### config.mk
export PLATFORM = sky130hd
export DESIGN_NAME = int2_unpacker
export DESIGN_NICKNAME = d
export VERILOG_FILES = /design/src/rtl/int2_unpacker.sv
export SDC_FILE = /design/constraint.sdc
export NUM_CORES = 1
export LEC_CHECK = 0
export BUFFER_PORTS_ARGS = -buffer_cell sky130_fd_sc_hd__buf_2
export CORE_MARGIN = 3
export CORE_UTILIZATION = 45
export CTS_CLUSTER_SIZE = 25
export DETAILED_ROUTE_END_ITERATION = 8
export PLACE_DENSITY = 0.73
export SETUP_SLACK_MARGIN = 0.3
export SYNTH_ARGS = -nofsm -noshare
export SYNTH_HDL_FRONTEND = slang
export SYNTH_SLANG_ARGS = --single-unit
### constraint.sdc
create_clock -name clk -period 4.6 [get_ports clk]
set_clock_uncertainty 0.15 [all_clocks]
set_input_delay 0.46 -clock clk [delete_from_list [all_inputs] [get_ports clk]]
set_output_delay 0.46 -clock clk [all_outputs]
set_load 0.01 [all_outputs]
### src/rtl/int2_unpacker.sv
// Unpacks a pair of 32-bit signed ints into two sequential integer elements.
// Latency: pair accepted at edge N -> first element valid in cycle N+1; one element per cycle at full rate.
// Backpressure: output held stable while not taken; one pending pair buffered, then pair_in_notify drops.
module int2_unpacker #(
  parameter bit SWAP  = 1'b0,
  parameter int CNT_W = 16
) (
  input  logic                 clk,
  input  logic                 rst,
  input  logic [1:0][31:0]     pair_in,
  input  logic                 pair_in_sync,
  output logic                 pair_in_notify,
  output logic [31:0]          elem_out,
  input  logic                 elem_out_sync,
  output logic                 elem_out_notify,
  output logic [CNT_W-1:0]     pairs_done
);

  localparam logic [1:0] ST_IDLE   = 2'd0;
  localparam logic [1:0] ST_SEND_F = 2'd1;
  localparam logic [1:0] ST_SEND_S = 2'd2;

  // Element order within a pair: F is sent first, S second.
  localparam logic IDX_F = SWAP;
  localparam logic IDX_S = !SWAP;

  logic [1:0]           r_state,  w_state;
  logic [1:0][31:0]     r_cur,    w_cur;
  logic [1:0][31:0]     r_pend,   w_pend;
  logic                 r_pend_v, w_pend_v;
  logic [31:0]          r_elem,   w_elem;
  logic                 r_out_v,  w_out_v;
  logic                 r_in_rdy;
  logic [CNT_W-1:0]     r_cnt,    w_cnt;

  logic w_in_xfer;
  logic w_out_xfer;

  assign w_in_xfer  = pair_in_sync && r_in_rdy;
  assign w_out_xfer = elem_out_sync && r_out_v;

  // Next-state logic: current pair emission, pending-pair buffering and the completed-pair count.
  always_comb begin
    w_state  = r_state;
    w_cur    = r_cur;
    w_pend   = r_pend;
    w_pend_v = r_pend_v;
    w_elem   = r_elem;
    w_out_v  = r_out_v;
    w_cnt    = r_cnt;
    case (r_state)
      ST_IDLE: begin
        w_out_v = 1'b0;
        if (w_in_xfer) begin
          w_cur   = pair_in;
          w_elem  = pair_in[IDX_F];
          w_out_v = 1'b1;
          w_state = ST_SEND_F;
        end
      end
      ST_SEND_F: begin
        if (w_out_xfer) begin
          w_elem  = r_cur[IDX_S];
          w_state = ST_SEND_S;
        end
        if (w_in_xfer) begin
          w_pend   = pair_in;
          w_pend_v = 1'b1;
        end
      end
      ST_SEND_S: begin
        if (w_out_xfer) begin
          w_cnt = r_cnt + CNT_W'(1);
          if (r_pend_v) begin
            // Input is closed while pend is full, so no new pair can collide here.
            w_cur    = r_pend;
            w_elem   = r_pend[IDX_F];
            w_pend_v = 1'b0;
            w_state  = ST_SEND_F;
          end else if (w_in_xfer) begin
            // Pair arriving on the last element's edge goes straight to cur: no bubble.
            w_cur   = pair_in;
            w_elem  = pair_in[IDX_F];
            w_state = ST_SEND_F;
          end else begin
            w_out_v = 1'b0;
            w_state = ST_IDLE;
          end
        end else if (w_in_xfer) begin
          w_pend   = pair_in;
          w_pend_v = 1'b1;
        end
      end
      default: begin
        w_out_v  = 1'b0;
        w_pend_v = 1'b0;
        w_state  = ST_IDLE;
      end
    endcase
  end

  // State registers; reset drops any pair in flight so nothing partial follows release.
  always_ff @(posedge clk or posedge rst) begin
    if (rst) begin
      r_state  <= ST_IDLE;
      r_cur    <= '0;
      r_pend   <= '0;
      r_pend_v <= 1'b0;
      r_elem   <= '0;
      r_out_v  <= 1'b0;
      r_in_rdy <= 1'b1;
      r_cnt    <= '0;
    end else begin
      r_state  <= w_state;
      r_cur    <= w_cur;
      r_pend   <= w_pend;
      r_pend_v <= w_pend_v;
      r_elem   <= w_elem;
      r_out_v  <= w_out_v;
      r_in_rdy <= !w_pend_v;
      r_cnt    <= w_cnt;
    end
  end

  assign pair_in_notify  = r_in_rdy;
  assign elem_out        = r_elem;
  assign elem_out_notify = r_out_v;
  assign pairs_done      = r_cnt;

endmodule

# After elaboration in Yosys (flattened, before gate mapping)
# Cells that the tools add are included.
# totals
ff_bits,181
input_bits,68
out_inout_bits,50
# op_classes
addsub,1
n_eq_ne,8
mux,26
n_bitwise,1
reduce_logical,13
# op_table
op,n
$mux 64,5
$pmux 64 s2,2
$mux 32,4
$pmux 32 s3,1
$add 16x1->16 const B,1
$ne 2x2->1 const B,6
$mux 1,8
$mux 2,3
$pmux 1 s3,2
$pmux 2 s3,1
$reduce_and 2->1,3
$reduce_and 3->1,2
$reduce_and 4->1,1
$reduce_bool 2->1,2
$reduce_bool 3->1,1
$eq 2x1->1 const B,1
$eq 2x2->1 const B,1
$logic_and 1x1->1,2
$logic_not 2->1,1
$logic_not 1->1,1
$not 1->1,1

# Logic depth before layout (Yosys ltp)
# Gate-level depths: netlist (run 1).
# depth
word_depth,5
ltp_mapped,10

# Worst setup path before layout (run 1)
# No wires, ideal clock.
# synth_path
path_type,register -> register
from,register r_state[0]
to,register r_elem[0] (netlist: elem_out[0])
setup_ns,0.136
arrival_ns,1.866
required_time_ns,4.314
slack_ns,2.448
stages_incl_launch_ff,11
synth_period_minus_slack_ns,2.152
path_cell_list,dfrtp_1 inv_1 ha_1 buf_6 a2bb2oi_1 or2_1 buf_2 or2_1 buf_6 buf_6 o2bb2ai_2
# synth_via
elab_chain_len,3
elab_cells_between_ends,8
cone_classes,4 x eq/ne; 1 x mux; 3 x reduce/logical
# synth_lines
element,line,rtl
from (decl),27,"logic [1:0] r_state, w_state;"
from (signal assigned),114,r_state <= w_state;
"$eq 2x1->1, or another cell as far along",51,case (r_state)
$ne 2x2->1 (no source line) or $reduce_bool 3->1 (tied branches),n/a,
$reduce_and 3->1 (no source line),n/a,
to (signal assigned),118,r_elem <= w_elem;
to (decl),31,"logic [31:0] r_elem, w_elem;"
# Several ways; a longest one is shown, not always the timed one.
# A chain may end at the register's enable or synchronous reset.

# Final worst setup path (run 1)
# layout_path
from,register r_state[0]
to,register r_elem[29] (netlist: elem_out[29])
# The elaborated chain is that of the path after synthesis.

==> metrics.yaml, run 1 <==
fillers: 1219
pwr-share-clk_pct: 22.6
synth_fa_ha_area_share_pct: 1.12
synth.distinct_cells: 35
synth.mux.area_fraction_pct: 11.1
cp_data_arrival_time_ns: 3.39
grt_usage_pct: 21.0
rsz0062_at_grt: "no"
cts_inserted_buffers: 17
whs_ns: 0.116
ys_warn_count: 0
final_cells: 826
die-area_sq_um: 16300
syn-cell-area_sq_um: 6680
combPwrFrac_pct: 39.0
multi_input_area_sq_um: 2740
post_route_cells_drive_above_1_share_pct: 30.2
clk_latency_ns: 0.43
dp_worst_setup_slack_ns: 1.43
setup_ws_ns: 1.41
clockBufferDepth: 2
viasPerCell: 5.85
cts_resized: 0
antenna_found_initial: 0
cap_violations: 0
firstDrtPassIters: 5
crit_path_max_fanout: 33
die_h_microns: 128
switchingPower_mw: 2.25
die_x_microns: 128
synth_top_family_by_area: "compound AO/OA/AOI/OAI gates"
max_stage_delay_ns: 0.91
clk_pin_slew_ns: 0.06
placed_cells: 794
finalHoldViolCount: 0
crit_type: "reg -> reg"
end_kind: "flip-flop"
crit_slowest_cell: "or2_2"
switching_share_pct: 38.0
place_hpwl_microns: 10500
worstPathRequired_ns: 4.80
crit_start: "r_state[0]"
maxSlewViolCount: 0
wl_microns: 16400
area_growth_pct: 18.9
worstMarginPinSlew_ns: 1.39
crit_path_start_kind: "flip-flop"
syn_nets: 606
min_period_ns: 3.19
nets: 707
fin_tns_setup_ns: 0
seqPwrFrac_pct: 38.3
drtIter0Drc: 396
regArea_sq_um: 3730
core-area_sq_um: 14200
start_util_pct: 47.0
r2r_start: "r_state[0]"
status: "finished clean"
ir_drop_mv: 0.345
setup-violations-final: 0
synth_compound_area_share_pct: 21.5
cts_root_buf: "clkbuf_16"
wl_per_cell_microns: 19.8
io_pins: 118
clock.fmax_ghz: 0.314
n_antenna_cell: 0
postCtsSetupBuffers: 0
place.gp.congestion: 0.802
vias: 4833
grt_pass1_wl_microns: 26700
grt_pass1_vias: 5052
synth_seq_cells: 149
slew_headroom_pct: 7.59
post-route-drc-count: 0
cp_cell_sequence: "inv_1 -> ha_1 -> a2bb2oi_1 -> or2_2 -> buf_4 -> or2_2 -> o2bb2ai_1"
gr-total-overflow: 0
hold_path.class: "in -> async"
grt_start_max_net_pins: 150
ant_nets: 0
port-buffer-count: 117
p_per_area_nw_per_um2: 744
htreeDepth: 4
cp_common_cell: "or2_2"
cts_tree: "yes"
synth-seq-area-share_pct: 55.9
clock-sinks: 149
synth_simple_gate_area_share_pct: 5.02
p_int_mw: 3.66
leakagePower_nw: 3.53
r2r_setup_slack_ns: 1.41
total_power_mw: 5.91
synthXorXnorAreaFrac_pct: 1.97
holdBufCountCts: 0
row_count: 43
syn_area_per_cell_sq_um: 12.5
fin_crit_sh_pct: 69.3
synth_cells: 532
## layout by cell type (no fill, tap or decap), types with 2 or more instances in the layout
| master | count |
|---|---|
| dfrtp_1 | 148 |
| nand2_1 | 14 |
| o2bb2ai_2 | 30 |
| buf_2 | 117 |
| buf_4 | 7 |
| clkbuf_1 | 2 |
| or2_2 | 2 |
| ha_1 | 6 |
| nand2b_1 | 2 |
| o22ai_1 | 32 |
| a21o_1 | 2 |
| a22oi_1 | 32 |
| o2bb2ai_1 | 3 |
| xor2_1 | 4 |
| clkinvlp_4 | 4 |
| inv_1 | 4 |
| mux2_1 | 64 |
| and3_1 | 2 |
| clkinv_4 | 2 |
| clkbuf_16 | 17 |
| nand3_1 | 5 |
| o21ai_0 | 3 |
| clkinv_2 | 5 |
| bufinv_16 | 2 |
| nor2_1 | 38 |
| a21oi_1 | 37 |
| xnor2_1 | 11 |
| a22o_1 | 32 |
| nand4_1 | 4 |
## routing by layer
layer	vias up	wire length (microns)	global-route usage (%)	part of all wire, %
met4	0	384	8.55	2.3
met1	2459	7140	28.0	44
met5	-	0	0	0
met2	166	7740	32.5	47
li1	2178	-	-	-
met3	30	1140	6.04	6.9
## flip-flops by register name (all words and copies together) (netlist names)
| name | cells |
|---|---|
| r_state | 2 |
| r_pend | 64 |
| elem_out | 32 |
| elem_out_notify | 1 |
| r_pend_v | 1 |
| pairs_done | 16 |
| r_cur | 32 |
| pair_in_notify | 1 |
## power by group through the flow
stage / Clock, mW / Sequential (mW) / Combinational, mW
after CTS: 1.36 / 2.26 / 2.32
after floorplan: 0 / 2.23 / 1.75
after global routing: 1.42 / 2.34 / 2.55
after global placement: 0 / 2.25 / 2.21
after detailed placement: 0 / 2.27 / 2.31
final: 1.34 / 2.27 / 2.31
## through the flow
stage	util, %	cell area [sq um]
2_1_floorplan	-	6680
3_3_place_gp	51.9	7370
3_5_place_dp	51.9	7370
4_1_cts	55.9	7940
5_1_grt	55.9	7940
6_report	55.9	7940
## Yosys cell counts
library cell / number / share of area [%]
o21ai_0: 3 / 0.22
xor2_1: 4 / 0.52
nor3_1: 1 / 0.075
and4_1: 1 / 0.13
nor3_2: 1 / 0.15
ha_1: 6 / 1.1
buf_6: 5 / 0.84
nor2_1: 38 / 2.1
nand2b_1: 2 / 0.19
o2bb2ai_2: 30 / 6.7
dfstp_2: 1 / 0.39
nand2_1: 14 / 0.79
mux2_1: 64 / 11
and2_0: 1 / 0.094
a22o_1: 32 / 4.2
inv_1: 5 / 0.28
or2_1: 2 / 0.19
and3_1: 3 / 0.28
buf_2: 9 / 0.67
buf_1: 3 / 0.17
nand3_1: 5 / 0.37
a21oi_1: 38 / 2.8
a22oi_1: 33 / 3.7
nand3_2: 1 / 0.15
o2bb2ai_1: 3 / 0.39
xnor2_1: 11 / 1.4
and2_1: 1 / 0.094
nand4_1: 4 / 0.37
dfrtp_1: 148 / 55
a2bb2oi_1: 1 / 0.13
a21o_1: 2 / 0.22
clkbuf_1: 26 / 1.5
mux2_2: 1 / 0.17
mux2i_1: 1 / 0.15
o22ai_1: 32 / 3.0
## cell type report
class                      instances  share of cell area, %
tap                              180                   2.84
clock buffer                      19                   5.45
clock inverter                    13                   1.69
sequential                       149                   47.0
timing repair buffer             125                   8.29
multi-input combinational        335                   34.5
inverter                           5                  0.284
## cell families after synthesis
family	Yosys count
multiplexers	66
AO/OA/AOI/OAI	174
XOR/XNOR	15
flip-flops	149
AND/OR/NAND/NOR	74
buffers and inverters	48
adder cells (fa/ha/maj)	6
## path summary, 6_finish.rpt
kind	depth (start not counted)	end
max	7	elem_out[29]
min	3	r_pend[36]
max reg2reg	7	elem_out[29]
min reg2reg	1	r_pend[29]
max in group asynchronous	3	r_pend[18]
min in group clk	2	r_pend[51]
## critical path: cells and delay by family, from the launching register on
family	cells	cell delay (ns)
compound gates	2	0.50
flops	1	0.41
buf+inv	2	0.59
simple gates	2	1.07
fa+ha+maj	1	0.37
(Power assumes the default switching activity.)
==> run 2: changes to the inputs <==
clock period = 2.8 ns   (was 4.6 ns; I/O delays follow)
==> run 2 against run 1 <==
Against the previous run:
- maximum frequency up 39%
- cell count is 8.7% higher
- clock power is 94% higher
- setup slack got worse by 0.91 ns
- cell area is 10% higher
- count of clock-buffer cells in the layout unchanged
- first-iteration DRC count shrank 26%
- utilization increased by 5.8 points
- wire length grew 2.6%
- non-clock buffer count up 71
- power is 74% higher
- die area did not move
- largest cell class unchanged
==> metrics.yaml, run 2 (same netlist as run 1, synthesis figures left out) <==
fin_crit_sh_pct: 81.9  # +13 points
clock.fmax_ghz: 0.436  # +39%
row_count: 43  # unchanged
clockBufferDepth: 2  # unchanged
regArea_sq_um: 3730  # unchanged
crit_path_max_fanout: 40  # +21%
vias: 5100  # +5.5%
cts_inserted_buffers: 17  # unchanged
r2r_setup_slack_ns: 0.51  # -0.91 ns
slew_headroom_pct: 49.0  # +41 points
core-area_sq_um: 14200  # unchanged
cts_tree: "yes"
cts_root_buf: "clkbuf_16"
holdPathStages: 3
end_kind: "flip-flop"
antenna_found_initial: 0  # unchanged
io_pins: 118  # unchanged
viasPerCell: 5.68  # -2.9%
die-area_sq_um: 16300  # unchanged
drtIter0Drc: 295  # -26%
place.gp.congestion: 0.834  # +4.0%
start_util_pct: 47.0  # unchanged
place_hpwl_microns: 10600  # +0.54%
clk_pin_slew_ns: 0.06  # about the same
nets: 778  # +10%
dp_worst_setup_slack_ns: 0.129  # -1.30 ns
grt_usage_pct: 21.4  # +0.38 points
crit_start: "r_state[0]"
postCtsSetupBuffers: 0  # unchanged
setup-violations-final: 0  # unchanged
cap_violations: 0  # unchanged
largest_reg_flops: 64  # unchanged
finalHoldViolCount: 0  # unchanged
hold_path.class: "in -> reg"
clk_latency_ns: 0.42  # about the same
setup_ws_ns: 0.507  # -0.906 ns
layout.cells.most_common_list: "dfrtp_1 (148), buf_2 (117), dlygate4sd3_1 (65)"
grt_start_max_net_pins: 150  # unchanged
leakagePower_nw: 3.90  # +10%
ant_nets: 0  # unchanged
wl_per_cell_microns: 18.7  # -5.6%
die_h_microns: 128  # unchanged
post-route-drc-count: 0  # unchanged
min_period_ns: 2.29  # -0.894 ns
multi_input_area_sq_um: 2740  # +0.23%
r2r_start: "r_state[0]"
rsz0062_at_grt: "no"
maxSlewViolCount: 0  # unchanged
cp_cell_sequence: "inv_1 -> ha_2 -> nand3_2 -> and3_2 -> buf_4 -> mux2_1"
crit_path_start_kind: "flip-flop"
die_x_microns: 128  # unchanged
wl_microns: 16800  # +2.6%
cp-endpoint: "r_pend[27]"
clock-sinks: 149  # unchanged
reg2regPathDepth: 6  # -1
firstDrtPassIters: 4  # -1
grt_pass1_wl_microns: 27600  # +3.4%
mostFrequentLayoutCell: "dfrtp_1"
fin_tns_setup_ns: 0  # unchanged
crit_type: "reg -> reg"
htreeDepth: 4  # unchanged
post_route_cells_drive_above_1_share_pct: 28.6  # -1.6 points
cp_data_arrival_time_ns: 2.44  # -0.95 ns
grt_pass1_vias: 5336  # +5.6%
crit_slowest_cell: "buf_4"
max_flop_register: "r_pend"
area_growth_pct: 31.3
fillers: 1118  # -8.3%
worstPathRequired_ns: 2.95  # -1.85 ns
port-buffer-count: 117  # unchanged
r2r-end: "r_pend[27]"
ir_drop_mv: 0.778  # +130%
status: "finished clean"
worstMarginPinSlew_ns: 0.766  # -0.620 ns
p_per_area_nw_per_um2: 1170  # +58%
max_stage_delay_ns: 0.48  # -0.43 ns
gr-total-overflow: 0  # unchanged
run 2: changes by cell type in the layout (fill, tap and decap cells not counted), sizes merged:
cell / change
clkinv: -1
diode: +1
buf: +6
clkinvlp: -3
dlygate4sd3: +65
bufinv: +4
run 2: timing repair:
action                                  4_1_cts  5_1_grt
gates resized for setup                       2        1
gates cloned                                  0        0
hold endpoints to repair                    123        0
endpoints found under the setup margin       32       16
hold buffers                                 65        0
run 2: cell type report:
cell class / count / share of cell area (%)
diodes: 1 / 0.0285
repair buffers: 196 / 15.6
inverters: 5 / 0.257
well taps: 180 / 2.57
multi-input cells: 335 / 31.3
clock inverters: 13 / 2.58
flip-flops and latches: 149 / 42.5
clock buffers: 19 / 5.17
run 2: power breakdown:
| group | leakage [nW] | total [mW] | internal [mW] | switching, mW |
|---|---|---|---|---|
| combinational | 1.77 | 3.96 | 1.73 | 2.23 |
| sequential | 1.80 | 3.73 | 3.12 | 0.608 |
| clock | 0.337 | 2.60 | 1.72 | 0.882 |
run 2: metal layers:
| metal | part of all wire (%) | up-vias | global-route usage, % |
|---|---|---|---|
| li1 | - | 2337 | - |
| met1 | 43 | 2580 | 27.5 |
| met2 | 50 | 153 | 35.6 |
| met3 | 4.7 | 30 | 4.13 |
| met4 | 2.0 | 0 | 8.68 |
| met5 | 0 | - | 0 |
run 2: critical path, delay by kind of cell (launching register included):
kind / cells / cell delay (ns)
muxes: 1 / 0.39
adders and majority gates: 1 / 0.26
buffers and inverters: 2 / 0.58
DFF: 1 / 0.39
and+or+nand+nor: 2 / 0.41
run 2: worst min path at each step:
stage / from / end
5_1_grt: elem_out_sync / pairs_done[2]
3_5_place_dp: r_pend[49] / r_pend[49]
3_3_place_gp: pairs_done[15] / pairs_done[15]
2_1_floorplan: pair_in[0] / r_pend[0]
4_1_cts: elem_out_sync / pairs_done[2]
6_report: elem_out_sync / pairs_done[2]
run 2: per-stage QoR:
| step | total power, mW | util, % | cells | cell area, sq um | hold slack [ns] |
|---|---|---|---|---|---|
| CTS | 10.3 | 61.7 | 897 | 8760 | 0.0965 |
| detailed placement | 7.60 | 52.3 | 800 | 7430 | 0.325 |
| global placement | 7.40 | 52.3 | 800 | 7430 | 0.307 |
| floorplan | 6.53 | - | 532 | 6680 | 0.265 |
| global route | 10.9 | 61.7 | 897 | 8760 | 0.124 |
| finish | 10.3 | 61.7 | 898 | 8770 | 0.110 |
